File: src/rtl/branch_redirect_ctl.sv
// -----------------------------------------------------------------------------
// branch_redirect_ctl
//
// Sequences the control-flow change after a branch resolves in MEM. A taken
// branch with a word-aligned target raises a redirect request to fetch, holds
// it until fetch accepts it, then keeps flushing IF/ID/EX for FLUSH_CYCLES
// more cycles. The pipeline is stalled for the whole sequence.
//
// Optional feature: define BRANCH_STATS_EN to build the saturating branch
// statistics counters. Without it, the stat outputs are tied to zero and
// stat_clear_i is ignored.
//
// Parameters:
//   FLUSH_CYCLES      flush cycles after the redirect handshake (0 allowed)
// Ports:
//   clk_i             clock, rising edge
//   rst_i             asynchronous active-high reset
//   br_valid_i        branch resolved in MEM this cycle
//   br_taken_i        branch taken (qualified by br_valid_i)
//   br_target_i       branch target address
//   redirect_ready_i  fetch accepts the redirect
//   stat_clear_i      synchronous clear of the statistics counters
//   redirect_valid_o  redirect request to fetch
//   redirect_pc_o     redirect address, stable while redirect_valid_o is high
//   flush_o           kill IF/ID/EX contents
//   stall_o           hold PC and pipeline registers upstream of MEM
//   misalign_o        one-cycle pulse for a taken, misaligned target
//   busy_o            sequencer not idle
//   stat_total_o      accepted branch count
//   stat_taken_o      accepted taken-branch count
// -----------------------------------------------------------------------------
module branch_redirect_ctl #(
   parameter int FLUSH_CYCLES = 2
) (
   input  logic        clk_i,
   input  logic        rst_i,
   input  logic        br_valid_i,
   input  logic        br_taken_i,
   input  logic [31:0] br_target_i,
   input  logic        redirect_ready_i,
   input  logic        stat_clear_i,
   output logic        redirect_valid_o,
   output logic [31:0] redirect_pc_o,
   output logic        flush_o,
   output logic        stall_o,
   output logic        misalign_o,
   output logic        busy_o,
   output logic [31:0] stat_total_o,
   output logic [31:0] stat_taken_o
);

   typedef enum logic [1:0] {
      IDLE     = 2'd0,
      REDIRECT = 2'd1,
      FLUSH    = 2'd2
   } state_t;

   // A zero-cycle flush still needs a 1-bit counter to keep the logic legal.
   localparam int CNT_W = (FLUSH_CYCLES > 0) ? $clog2(FLUSH_CYCLES + 1) : 1;
   localparam logic [CNT_W-1:0] CNT_LOAD = CNT_W'(FLUSH_CYCLES);
   localparam logic [CNT_W-1:0] CNT_ONE  = CNT_W'(1);
   localparam logic [CNT_W-1:0] CNT_ZERO = CNT_W'(0);

   state_t           state_r, state_s;
   logic [CNT_W-1:0] cnt_r, cnt_s;
   logic [31:0]      pc_r, pc_s;
   logic             misalign_r, misalign_s;

   // Next-state, counter, captured PC and misalign pulse.
   always_comb begin
      state_s    = state_r;
      cnt_s      = cnt_r;
      pc_s       = pc_r;
      misalign_s = 1'b0;
      case (state_r)
         IDLE: begin
            if (br_valid_i && br_taken_i) begin
               if (br_target_i[1:0] == 2'b00) begin
                  pc_s    = br_target_i;
                  state_s = REDIRECT;
               end else begin
                  misalign_s = 1'b1;
               end
            end else begin
               state_s = IDLE;
            end
         end
         REDIRECT: begin
            if (redirect_ready_i) begin
               if (FLUSH_CYCLES > 0) begin
                  cnt_s   = CNT_LOAD;
                  state_s = FLUSH;
               end else begin
                  cnt_s   = CNT_ZERO;
                  state_s = IDLE;
               end
            end else begin
               state_s = REDIRECT;
            end
         end
         FLUSH: begin
            // The cycle in which the counter reads 1 is the last flush cycle.
            if (cnt_r <= CNT_ONE) begin
               cnt_s   = CNT_ZERO;
               state_s = IDLE;
            end else begin
               cnt_s = cnt_r - CNT_ONE;
            end
         end
         default: begin
            cnt_s   = CNT_ZERO;
            state_s = IDLE;
         end
      endcase
   end

   // State, counter, captured PC and misalign registers.
   always_ff @(posedge clk_i or posedge rst_i) begin
      if (rst_i) begin
         state_r    <= IDLE;
         cnt_r      <= CNT_ZERO;
         pc_r       <= 32'h0000_0000;
         misalign_r <= 1'b0;
      end else begin
         state_r    <= state_s;
         cnt_r      <= cnt_s;
         pc_r       <= pc_s;
         misalign_r <= misalign_s;
      end
   end

   // Control outputs decode registered state only, so no input reaches them.
   assign redirect_valid_o = (state_r == REDIRECT);
   assign flush_o          = (state_r == REDIRECT) || (state_r == FLUSH);
   assign stall_o          = (state_r == REDIRECT) || (state_r == FLUSH);
   assign busy_o           = (state_r != IDLE);
   assign redirect_pc_o    = pc_r;
   assign misalign_o       = misalign_r;

`ifdef BRANCH_STATS_EN
   logic [31:0] stat_total_r;
   logic [31:0] stat_taken_r;
   logic        accept_s;

   // Branches arriving outside IDLE are wrong-path and never counted.
   assign accept_s = (state_r == IDLE) && br_valid_i;

   // Saturating statistics counters; clear wins over an increment.
   always_ff @(posedge clk_i or posedge rst_i) begin
      if (rst_i) begin
         stat_total_r <= 32'h0000_0000;
         stat_taken_r <= 32'h0000_0000;
      end else if (stat_clear_i) begin
         stat_total_r <= 32'h0000_0000;
         stat_taken_r <= 32'h0000_0000;
      end else begin
         if (accept_s && (stat_total_r != 32'hFFFF_FFFF)) begin
            stat_total_r <= stat_total_r + 32'h0000_0001;
         end
         if (accept_s && br_taken_i && (stat_taken_r != 32'hFFFF_FFFF)) begin
            stat_taken_r <= stat_taken_r + 32'h0000_0001;
         end
      end
   end

   assign stat_total_o = stat_total_r;
   assign stat_taken_o = stat_taken_r;
`else
   logic unused_stat_clear_s;

   assign unused_stat_clear_s = stat_clear_i;
   assign stat_total_o        = 32'h0000_0000;
   assign stat_taken_o        = 32'h0000_0000;
`endif

endmodule

File: config.mk
export PLATFORM = sky130hd
export DESIGN_NAME = branch_redirect_ctl
export DESIGN_NICKNAME = d
export VERILOG_FILES = /design/src/rtl/branch_redirect_ctl.sv
export SDC_FILE = /design/constraint.sdc
export NUM_CORES = 1
export LEC_CHECK = 0
export ABC_AREA = 1
export BUFFER_PORTS_ARGS = -buffer_cell sky130_fd_sc_hd__buf_2
export CAP_MARGIN = 15
export CELL_PAD_IN_SITES_DETAIL_PLACEMENT = 0
export CELL_PAD_IN_SITES_GLOBAL_PLACEMENT = 2
export CORE_MARGIN = 1.5
export CORE_UTILIZATION = 24
export CTS_BUF_LIST = sky130_fd_sc_hd__clkbuf_2
export DETAILED_ROUTE_END_ITERATION = 10
export PLACE_DENSITY_LB_ADDON = 0.05
export SYNTH_ARGS = -nofsm -noshare
export SYNTH_HDL_FRONTEND = slang
export SYNTH_SLANG_ARGS = --single-unit
File: constraint.sdc
create_clock -name clk_i -period 2.5 [get_ports clk_i]
set_clock_uncertainty 0.1 [all_clocks]
set_input_delay 0.125 -clock clk_i [delete_from_list [all_inputs] [get_ports clk_i]]
set_output_delay 0.125 -clock clk_i [all_outputs]
set_load 0.1 [all_outputs]
==> metrics.cfg <==
[run_status]
status = finished clean

[global_routing]
grt.total_usage_pct = 10.0
grt_antenna_before_repair = 0
grt-busiest-layer = met2
grt_pass1_wl_um = 6960
gr-usage-met1_pct = 12.7
grt_overflow = 0
grt_start_max_net_pins = 31
grt_pass1_vias = 1479
grtUsageMet2_pct = 16.4
grt_util_met3_pct = 2.79

[sta]
worstMarginPinSlew_ns = 0.902
post-route-period-util_pct = 77.3
fin_ws_ns = 0.567
finalSetupViolations = 0
maxSlewHeadroom_pct = 39.5
hold_viol = 0
max_freq_mhz = 517
setup_tns_ns = 0
rsz0062_at_grt = false
drv_slew = 0
finalCriticalPeriod_ns = 1.93

[placement]
place_ws_ns = 0.699
gp_congestion = 0.664
dp_hpwl_um = 3160
portBuffers = 73

[run]
max_cap_viol_count = 0

[floorplanning]
core_mm2 = 0.00826
dieArea_mm2 = 0.00914
rows = 33
num_io_pins = 139
die_w_um = 95.6
die_h_um = 95.6
start_util_pct = 24.9

[clock_tree]
numCtsBuffers = 5
post_cts_resized = 0
cts.htree.levels = 2
clk_pin_slew_worst_paths_ns = 0.20
post_cts_buffers = 0
cts_max_path_buffers = 2
cts_sinks = 37
ctsRootBufferMaster = clkbuf_2
tritoncts = done
clk_latency_ns = 0.37

[setup_path]
critPathTopFamily = buffers and inverters
cp.arrival_ns = 2.12
start_kind = input port
crit_fanout = 3
critPathMaxStageDelay_ns = 0.58
crit_chain = dlygate4sd3_1 > buf_2 > nor2_1 > dlygate4sd3_1 > nor2_1 > dlygate4sd3_1
path_class = in -> reg
crit_path_end_kind = register
crit_top_cell = dlygate4sd3_1
crit_required_ns = 2.69
cp_num_buf_inv = 4
cp_slowest_cell = dlygate4sd3_1

[synth]
ys_seq_area_share_pct = 45.0
synthCells = 247
synth_top_cell_by_area = dfrtp_1
ys_warn_count = 0
synth_cell_types = 15
synth_area_leaders = dfrtp_1, buf_4, nand2_1
postSynthAreaPerCell_um2 = 8.33
synth_top_cell_area_share_pct = 45.0
syn_area_mm2 = 0.00206
yosys_register_bits = 37

[detailed_routing]
viasPerCell = 3.49
first_iter_violations = 31
route.detailed.drc = 0
wirelength_um = 4620
postRouteAntennaNets = 0
vias = 1614
firstDrtPassIters = 4
wl_per_cell_um = 9.98

[final_layout]
diodes = 0
final_common_cell = nand2_1
drive_gt1_share_pct = 24.0
layout_common_cells = nand2_1, buf_2, conb_1, dfrtp_1, dlygate4sd3_1
n_fill_cell = 924
fin_nets = 400
area_growth_pct = 29.4

[worst_hold_path]
hold_path.class = in -> reg

cells in the mapped netlist:
library cell,count
conb_1,1
o21ai_1,1
nand3_2,1
a21oi_1,1
buf_6,3
nand2_1,105
nand3_1,2
inv_1,11
buf_4,68
ha_1,5
nor2_4,1
inv_2,1
nor2_1,8
o21ai_0,2
dfrtp_1,37
what timing repair did:
action,CTS,global route
endpoints found under the hold margin,54,0
hold buffers,35,0
setup endpoints to repair,0,0
per-stage QoR:
step           instances  cell area, µm²  hold slack, ns  util, %
4_1_cts              463            2660          0.0172     32.2
5_1_grt              463            2660          0.0506     32.2
3_5_place_dp         420            2270           0.144     27.5
6_report             463            2660          0.0619     32.2
2_1_floorplan        310            2290           0.142        -
3_3_place_gp         420            2270           0.143     27.5
tightest hold or removal path: cells and delay by family:
| kind | cells | cell delay, ns |
|---|---|---|
| AO/OA/AOI/OAI | 1 | 0.08 |
| buffers and inverters | 1 | 0.10 |
| AND/OR/NAND/NOR | 3 | 0.22 |
final cells by class:
class | instances | area (µm²) | share of cell area (%)
inverter | 12 | 45.0 | 1.69
sequential | 37 | 926 | 34.8
clock inverter | 3 | 17.5 | 0.658
timing repair buffer | 111 | 738 | 27.7
clock buffer | 5 | 25.0 | 0.940
tap | 105 | 131 | 4.94
multi-input combinational | 190 | 778 | 29.2
registers in the layout, indices dropped and copies added (netlist names):
register / cells
misalign_o: 1
cnt_r: 2
redirect_pc_o: 32
state_r: 2
routing by layer:
metal  vias up  wire, µm
met3         2       351
met2        73      2080
li1        823         -
met1       716      2160
met5         -         0
met4         0        29
worst paths after layout:
| path | depth (start not counted) | start | endpoint | slack, ns |
|---|---|---|---|---|
| max in group asynchronous | 4 | rst_i | redirect_pc_o[3] | 1.38 |
| worst min-delay path | 5 | br_taken_i | state_r[0] | 0.06 |
| worst min register to register | 2 | redirect_pc_o[27] | redirect_pc_o[27] | 0.39 |
| worst max register to register | 5 | state_r[0] | misalign_o | 0.68 |
| min in group asynchronous | 3 | rst_i | redirect_pc_o[13] | 0.24 |
| worst max-delay path | 6 | br_target_i[1] | misalign_o | 0.57 |
kinds of logic (layout without fill, tap and decap cells):
logic type               after synthesis  in the layout  synth area share, %
AO/OA/AOI/OAI                          4              4                0.973
flip-flops                            37             37                 45.0
buffers and inverters                 83            131                 28.6
adder cells (fa/ha/maj)                5              5                 3.04
AND/OR/NAND/NOR                      117            117                 22.1
other                                  1             64                0.182
Power is not shown: default switching activity piles up to over one toggle a cycle in this logic, so the estimate is an artifact.
